## config.mk

```make
export PLATFORM = sky130hd
export DESIGN_NAME = seq_divider
export DESIGN_NICKNAME = d
export VERILOG_FILES = /design/src/rtl/seq_divider_pkg.sv /design/src/rtl/seq_divider.sv
export SDC_FILE = /design/constraint.sdc
export NUM_CORES = 1
export LEC_CHECK = 0
export BUFFER_PORTS_ARGS = -buffer_cell sky130_fd_sc_hd__buf_2
export CAP_MARGIN = 20
export CORE_ASPECT_RATIO = 1.5
export CORE_UTILIZATION = 30
export CTS_CLUSTER_DIAMETER = 100
export DETAILED_ROUTE_END_ITERATION = 8
export PLACE_DENSITY = 0.55
export SLEW_MARGIN = 40
export SYNTH_ARGS = -nofsm -noshare
export SYNTH_HDL_FRONTEND = slang
export SYNTH_SLANG_ARGS = --single-unit
```

## constraint.sdc

```tcl
create_clock -name clk -period 15.2 [get_ports clk]
set_clock_uncertainty 0.2 [all_clocks]
set_input_delay 3.8 -clock clk [delete_from_list [all_inputs] [get_ports clk]]
set_output_delay 3.8 -clock clk [all_outputs]
set_load 0.1 [all_outputs]
```

## src/rtl/seq_divider_pkg.sv

```systemverilog
// Shared definitions for the iterative integer divider.
// div_state_t : controller states of seq_divider.
// DIV_WIDTH   : default operand width.
// DIV_LATENCY : cycles a normal request keeps ok low. The imul/idiv busy
//               logic and the scheduler use this value.
package seq_divider_pkg;

    localparam int DIV_WIDTH   = 32;
    localparam int DIV_LATENCY = DIV_WIDTH + 1;

    typedef enum logic [1:0] {
        DIV_IDLE = 2'd0,
        DIV_CALC = 2'd1,
        DIV_FIX  = 2'd2
    } div_state_t;

endpackage

```

## src/rtl/seq_divider.sv

```systemverilog
// Iterative radix-2 restoring divider with RISC-V M-extension semantics
// (DIV/DIVU/REM/REMU). It produces one quotient bit per cycle and takes
// one request at a time.
//
// state    | meaning
// DIV_IDLE | ok=1, results valid; a start is accepted here
// DIV_CALC | one shift/trial-subtract step per cycle, counter counts down
// DIV_FIX  | sign correction or divide-by-zero result, then back to idle
//
// Ports:
//   clk, reset       clock; asynchronous active-high reset
//   start            request strobe, honoured only while ok=1
//   is_signed, A, B  operation mode, dividend and divisor, sampled with start
//   D, R             registered quotient and remainder of the last request
//   ok               1 = idle and results valid
//   err              1 = the last completed request divided by zero
module seq_divider
    import seq_divider_pkg::*;
#(
    parameter int WIDTH = DIV_WIDTH
) (
    input  logic             clk,
    input  logic             reset,
    input  logic             start,
    input  logic             is_signed,
    input  logic [WIDTH-1:0] A,
    input  logic [WIDTH-1:0] B,
    output logic [WIDTH-1:0] D,
    output logic [WIDTH-1:0] R,
    output logic             ok,
    output logic             err
);

    localparam int CW = $clog2(WIDTH);
    localparam logic [CW-1:0] CNT_INIT = CW'(WIDTH - 1);

    div_state_t       state_q, state_d;
    logic [WIDTH:0]   rem_q, rem_d;
    logic [WIDTH-1:0] quo_q, quo_d;
    logic [WIDTH-1:0] div_q, div_d;
    logic [WIDTH-1:0] a_orig_q, a_orig_d;
    logic [CW-1:0]    cnt_q, cnt_d;
    logic             neg_quo_q, neg_quo_d;
    logic             neg_rem_q, neg_rem_d;
    logic             divzero_q, divzero_d;
    logic [WIDTH-1:0] d_q, d_d;
    logic [WIDTH-1:0] r_q, r_d;
    logic             ok_q, ok_d;
    logic             err_q, err_d;

    logic             sign_a, sign_b;
    logic [WIDTH-1:0] mag_a, mag_b;
    logic [WIDTH:0]   shifted;
    logic [WIDTH:0]   trial;

    assign sign_a = is_signed & A[WIDTH-1];
    assign sign_b = is_signed & B[WIDTH-1];
    assign mag_a  = sign_a ? -A : A;
    assign mag_b  = sign_b ? -B : B;

    // The partial remainder never exceeds the divisor, so its top bit is
    // always zero before the shift; the extra bit only carries the borrow.
    assign shifted = {rem_q[WIDTH-1:0], quo_q[WIDTH-1]};
    assign trial   = shifted - {1'b0, div_q};

    always_comb begin
        state_d   = state_q;
        rem_d     = rem_q;
        quo_d     = quo_q;
        div_d     = div_q;
        a_orig_d  = a_orig_q;
        cnt_d     = cnt_q;
        neg_quo_d = neg_quo_q;
        neg_rem_d = neg_rem_q;
        divzero_d = divzero_q;
        d_d       = d_q;
        r_d       = r_q;
        ok_d      = ok_q;
        err_d     = err_q;

        case (state_q)
            DIV_IDLE: begin
                if (start) begin
                    rem_d     = '0;
                    quo_d     = mag_a;
                    div_d     = mag_b;
                    a_orig_d  = A;
                    neg_quo_d = sign_a ^ sign_b;
                    neg_rem_d = sign_a;
                    cnt_d     = CNT_INIT;
                    err_d     = 1'b0;
                    ok_d      = 1'b0;
                    divzero_d = (B == '0);
                    state_d   = (B == '0) ? DIV_FIX : DIV_CALC;
                end
            end

            DIV_CALC: begin
                if (!trial[WIDTH]) begin
                    rem_d = trial;
                    quo_d = {quo_q[WIDTH-2:0], 1'b1};
                end else begin
                    rem_d = shifted;
                    quo_d = {quo_q[WIDTH-2:0], 1'b0};
                end
                if (cnt_q == '0) begin
                    state_d = DIV_FIX;
                end else begin
                    cnt_d = cnt_q - 1'b1;
                end
            end

            DIV_FIX: begin
                if (divzero_q) begin
                    d_d   = '1;
                    r_d   = a_orig_q;
                    err_d = 1'b1;
                end else begin
                    d_d = neg_quo_q ? -quo_q : quo_q;
                    r_d = neg_rem_q ? -rem_q[WIDTH-1:0] : rem_q[WIDTH-1:0];
                end
                ok_d    = 1'b1;
                state_d = DIV_IDLE;
            end

            default: begin
                state_d = DIV_IDLE;
                ok_d    = 1'b1;
            end
        endcase
    end

    always_ff @(posedge clk or posedge reset) begin
        if (reset) begin
            state_q   <= DIV_IDLE;
            rem_q     <= '0;
            quo_q     <= '0;
            div_q     <= '0;
            a_orig_q  <= '0;
            cnt_q     <= '0;
            neg_quo_q <= 1'b0;
            neg_rem_q <= 1'b0;
            divzero_q <= 1'b0;
            d_q       <= '0;
            r_q       <= '0;
            ok_q      <= 1'b1;
            err_q     <= 1'b0;
        end else begin
            state_q   <= state_d;
            rem_q     <= rem_d;
            quo_q     <= quo_d;
            div_q     <= div_d;
            a_orig_q  <= a_orig_d;
            cnt_q     <= cnt_d;
            neg_quo_q <= neg_quo_d;
            neg_rem_q <= neg_rem_d;
            divzero_q <= divzero_d;
            d_q       <= d_d;
            r_q       <= r_d;
            ok_q      <= ok_d;
            err_q     <= err_d;
        end
    end

    assign D   = d_q;
    assign R   = r_q;
    assign ok  = ok_q;
    assign err = err_q;

endmodule

```

# ---- Word level (Yosys, flattened, before mapping)
# Index checks and enable logic that the tools add are counted.
dict set report word_totals {
  reg_bits 204
}
dict set report classes {
  n_reduce_logical 11
  n_eq_ne 6
  muxes 23
  n_addsub 6
  bitwise_logic 4
}
# cell n
set op_table {}
lappend op_table {{$mux 32} 9}
lappend op_table {{$neg 32->32} 4}
lappend op_table {{$pmux 32 s2} 2}
lappend op_table {{$sub 33x32->33} 1}
lappend op_table {{$logic_not 32->1} 1}
lappend op_table {{$mux 5} 2}
lappend op_table {{$pmux 5 s2} 1}
lappend op_table {{$ne 2x2->1 const B} 4}
lappend op_table {{$reduce_and 2->1} 4}
lappend op_table {{$mux 2} 3}
lappend op_table {{$reduce_and 3->1} 2}
lappend op_table {{$logic_not 5->1} 1}
lappend op_table {{$sub 5x1->5 const B} 1}
lappend op_table {{$pmux 1 s2} 2}
lappend op_table {{$pmux 2 s2} 1}
lappend op_table {{$reduce_bool 2->1} 2}
lappend op_table {{$mux 1} 3}
lappend op_table {{$and 1x1->1} 2}
lappend op_table {{$eq 2x1->1 const B} 1}
lappend op_table {{$eq 2x2->1 const B} 1}
lappend op_table {{$logic_not 2->1} 1}
lappend op_table {{$not 1->1} 1}
lappend op_table {{$xor 1x1->1} 1}

# ---- Logic depth before layout (Yosys ltp)
dict set report depth {
  word_depth 4
  depth_mapped 13
}

# ---- Least setup slack after synthesis
# No wires, ideal clock.
dict set report synth_timing {
  path_kind {input to register}
  start {input B[0]}
  end {register div_q[30]}
  path_slack_ns 8.651
  path_stages 10
  arrival_time_ns 6.219
  n_path_buf 0
  t_required_ns 14.871
  cell_sequence {inv_1 -> ha_1 -> or3b_1 -> nor4_2 -> nand4_1 -> or4_1 -> or4_4 -> o31ai_2 -> xor2_1 -> o21ai_1}
}
dict set report synth_via {
  elab_chain_len 2
}
# element line_no
set synth_rtl {}
lappend synth_rtl {{from (decl)} seq_divider.sv:27} ;# input logic [WIDTH-1:0] B,
lappend synth_rtl {{$neg 32->32} seq_divider.sv:59} ;# assign mag_b = sign_b ? -B : B;
lappend synth_rtl {{$mux 32} seq_divider.sv:59}
lappend synth_rtl {{to (signal assigned)} seq_divider.sv:152} ;# div_q <= div_d;
lappend synth_rtl {{to (decl)} seq_divider.sv:40} ;# logic [WIDTH-1:0] div_q, div_d;
# Every way passes these cells.
# A chain may end at the register's enable or synchronous reset.

# ---- Worst setup path after layout
dict set report layout_timing {
  start {input B[0]}
  end {register divzero_q}
}
dict set report layout_via {
  elab_chain_len 1
}
# element line_no
set layout_rtl {}
lappend layout_rtl {{$logic_not 32->1} seq_divider.sv:93} ;# divzero_d = (B == '0);
lappend layout_rtl {{to (signal assigned)} seq_divider.sv:157} ;# divzero_q <= divzero_d;
lappend layout_rtl {{to (decl)} seq_divider.sv:45} ;# logic divzero_q, divzero_d;
# Every way passes these cells.

==> results.cfg <==
[status]
status = completed

[finish]
syn_to_final_growth_pct = 16.3
multi_input_area_um2 = 6970
num-fill-cells = 4267
antenna_cells = 0
fin_nets = 1665
drive_gt1_share_pct = 13.5
final_util_pct = 35.4
seq_area_um2 = 5110

[place]
preCtsSetupSlack_ps = 8100
dp_hpwl_mm = 28.6
place_congestion = 0.889
io_buffers = 133

[cts]
cts_tree = done
cts-buffers-inserted = 23
cts-root-buf = clkbuf_16
htree_levels = 1
cts_sinks = 204
cts.path.max_buffers = 3
post_cts_buffers = 0
clkLatencyLatePin_ps = 520
cts_resized = 0
path_clk_slew_ps = 70
hold_buffers = 0

[critical_path]
timing.rr.start = quo_q[31]$_DFFE_PP0P_
rrSetupSlack_ps = 10830
path_max_fanout = 7
rr_endpoint = rem_q[31]$_DFFE_PP0P_
critPathMaxStageDelay_ps = 500
crit_path_end_kind = register
cp-start-kind = primary input
slowest_stage = nor4_2
reg2reg_depth = 12
crit_type = in -> reg
cp_data_arrival_time_ps = 6780
cp.required_ps = 15450
crit_chain = buf_2 > inv_1 > ha_1 > or3b_1 > nor4_2 > nand4_1 > or4_1 > or4_4 > nor3_2 > mux2_2

[synth]
syn_inst = 1462
syn_avg_cell_area_um2 = 8.56
synth_most_common_cell = nand2_1
synth_top_area_share_pct = 40.6
synthFlopType = dfrtp_1
synth_area_um2 = 12500
ys_types = 70
async_flop_share_pct = 100
ys_warn_count = 0
synth-edff-count = 0
synth_top_area_cell = dfrtp_1
syn_nets = 1569
yosysSeqAreaShare_pct = 40.8
synth-seq-cells = 204
synth_area_leaders = dfrtp_1, nand2_1, o21ai_0, xor2_1, xnor2_1
ys_top_cells_by_count = nand2_1, dfrtp_1, o21ai_0

[min_path]
hp-class = reg -> reg
hold_start = D[0]$_DFFE_PP0P_
hold_path_depth = 2
hold_end = D[0]$_DFFE_PP0P_

[timing]
setup_ws_ps = 8670
rsz0062_at_grt = false
fin_crit_ps = 6530
hold_viol_final = 0
timing.hold.ws_ps = 267
min_period_over_period_pct = 42.9
worstMarginPinSlew_ps = 854
slew_headroom_pct = 42.6
max_freq_mhz = 153
setup_tns_ps = 0
setup_viol = 0
drv_slew = 0

[drt]
drc = 0
routed_wl_mm = 37.8
ant_nets = 0
drtIter0Drc = 647
wl_per_cell_um = 17.8
first_pass_iters = 5
via_count = 10700
via_per_inst = 5.05

[global_route]
grt_use_total_pct = 17.9
grt_pass1_wl_mm = 60.0
grt-ovfl-total = 0
grt_max_degree = 86
antenna_found_initial = 0
first_global_vias = 10600

[pwr]
powerDensity_nw_per_um2 = 246
design_power_total_mw = 3.58
max-vdd-ir-drop_v = 0.000104
power.leakage_nw = 6.53

[floorplan]
dieArea_um2 = 42600
coreArea_um2 = 41100
rows = 91
ios = 134
die_h_um = 252
die_w_um = 169
start_util_pct = 30.4

[job]
maxCapViolations = 0
[cell families after synthesis]
family,after synthesis,share of synthesized area [%]
compound gates,423,20.1
simple gates,476,17.6
buf+inv,132,4.01
mux,39,3.13
fa+ha+maj,39,3.96
flops,204,40.8
xor+xnor,149,10.4
[worst max-delay path, delay by kind of cell]
family / cells / cell delay [ps]
and+or+nand+nor: 6 / 2440
buffers and inverters: 2 / 160
adders and majority gates: 1 / 160
muxes: 1 / 210
[cell type report]
cell class,count,share of cell area [%]
clock buffer,32,4.46
clock inverter,7,0.834
inverter,57,1.52
multi-input combinational,1126,47.9
sequential,204,35.1
tap,558,4.80
timing repair buffer,146,5.36
[sequential cells by signal, summed over array words and instances, names as in the netlist]
register,cells
D,32
R,32
a_orig_q,32
div_q,32
quo_q,32
rem_q,32
cnt_q,5
state_q,2
divzero_q,1
err,1
neg_quo_q,1
neg_rem_q,1
ok,1
[worst max path at each step]
stage                     slack, ps  startpoint               endpoint  cells after the start
after floorplan                5630       reset       D[0]$_DFFE_PP0P_                      1
after global placement         8120        B[0]  div_q[30]$_DFFE_PP0P_                     11
after detailed placement       8100        B[0]  div_q[30]$_DFFE_PP0P_                     11
after CTS                      8650        B[0]  div_q[30]$_DFFE_PP0P_                     11
after global routing           8490        B[0]  divzero_q$_DFFE_PP0P_                     10
final                          8670        B[0]  divzero_q$_DFFE_PP0P_                     10
[cells in the final DEF (no fill, tap or decap), types with 14 or more instances in the layout]
master     instances
or3_1             20
o21ai_0          161
buf_2            133
nand2_1          246
inv_1             55
mux2i_1           38
xor2_1            81
xnor2_1           68
o31ai_1           29
o22ai_1           21
dfrtp_1          201
and3_1            14
nand3_1           15
a21oi_1          114
nor2_1            86
nor3_1            16
clkbuf_16         23
a22oi_1           19
ha_1              38
[per-layer routing]
metal / up-vias / track usage [%] / wire length, um / part of all wire, %
met5: - / 0 / 0 / 0
met4: 0 / 7.61 / 1490 / 3.9
met3: 57 / 1.89 / 1490 / 3.9
met2: 264 / 31.2 / 18700 / 49
met1: 5105 / 22.3 / 16100 / 43
li1: 5323 / - / - / -
[stage by stage]
stage,area (um^2),cells
3_3_place_gp,13700,2090
4_1_cts,14500,2129
2_1_floorplan,12500,1462
3_5_place_dp,13800,2090
5_1_grt,14600,2130
6_report,14600,2130
[power by group]
group / internal (mW) / switching (mW)
clock network: 0.348 / 0.231
registers: 0.773 / 0.266
logic: 0.733 / 1.23
No activity file was read; power rests on OpenSTA's default activity.
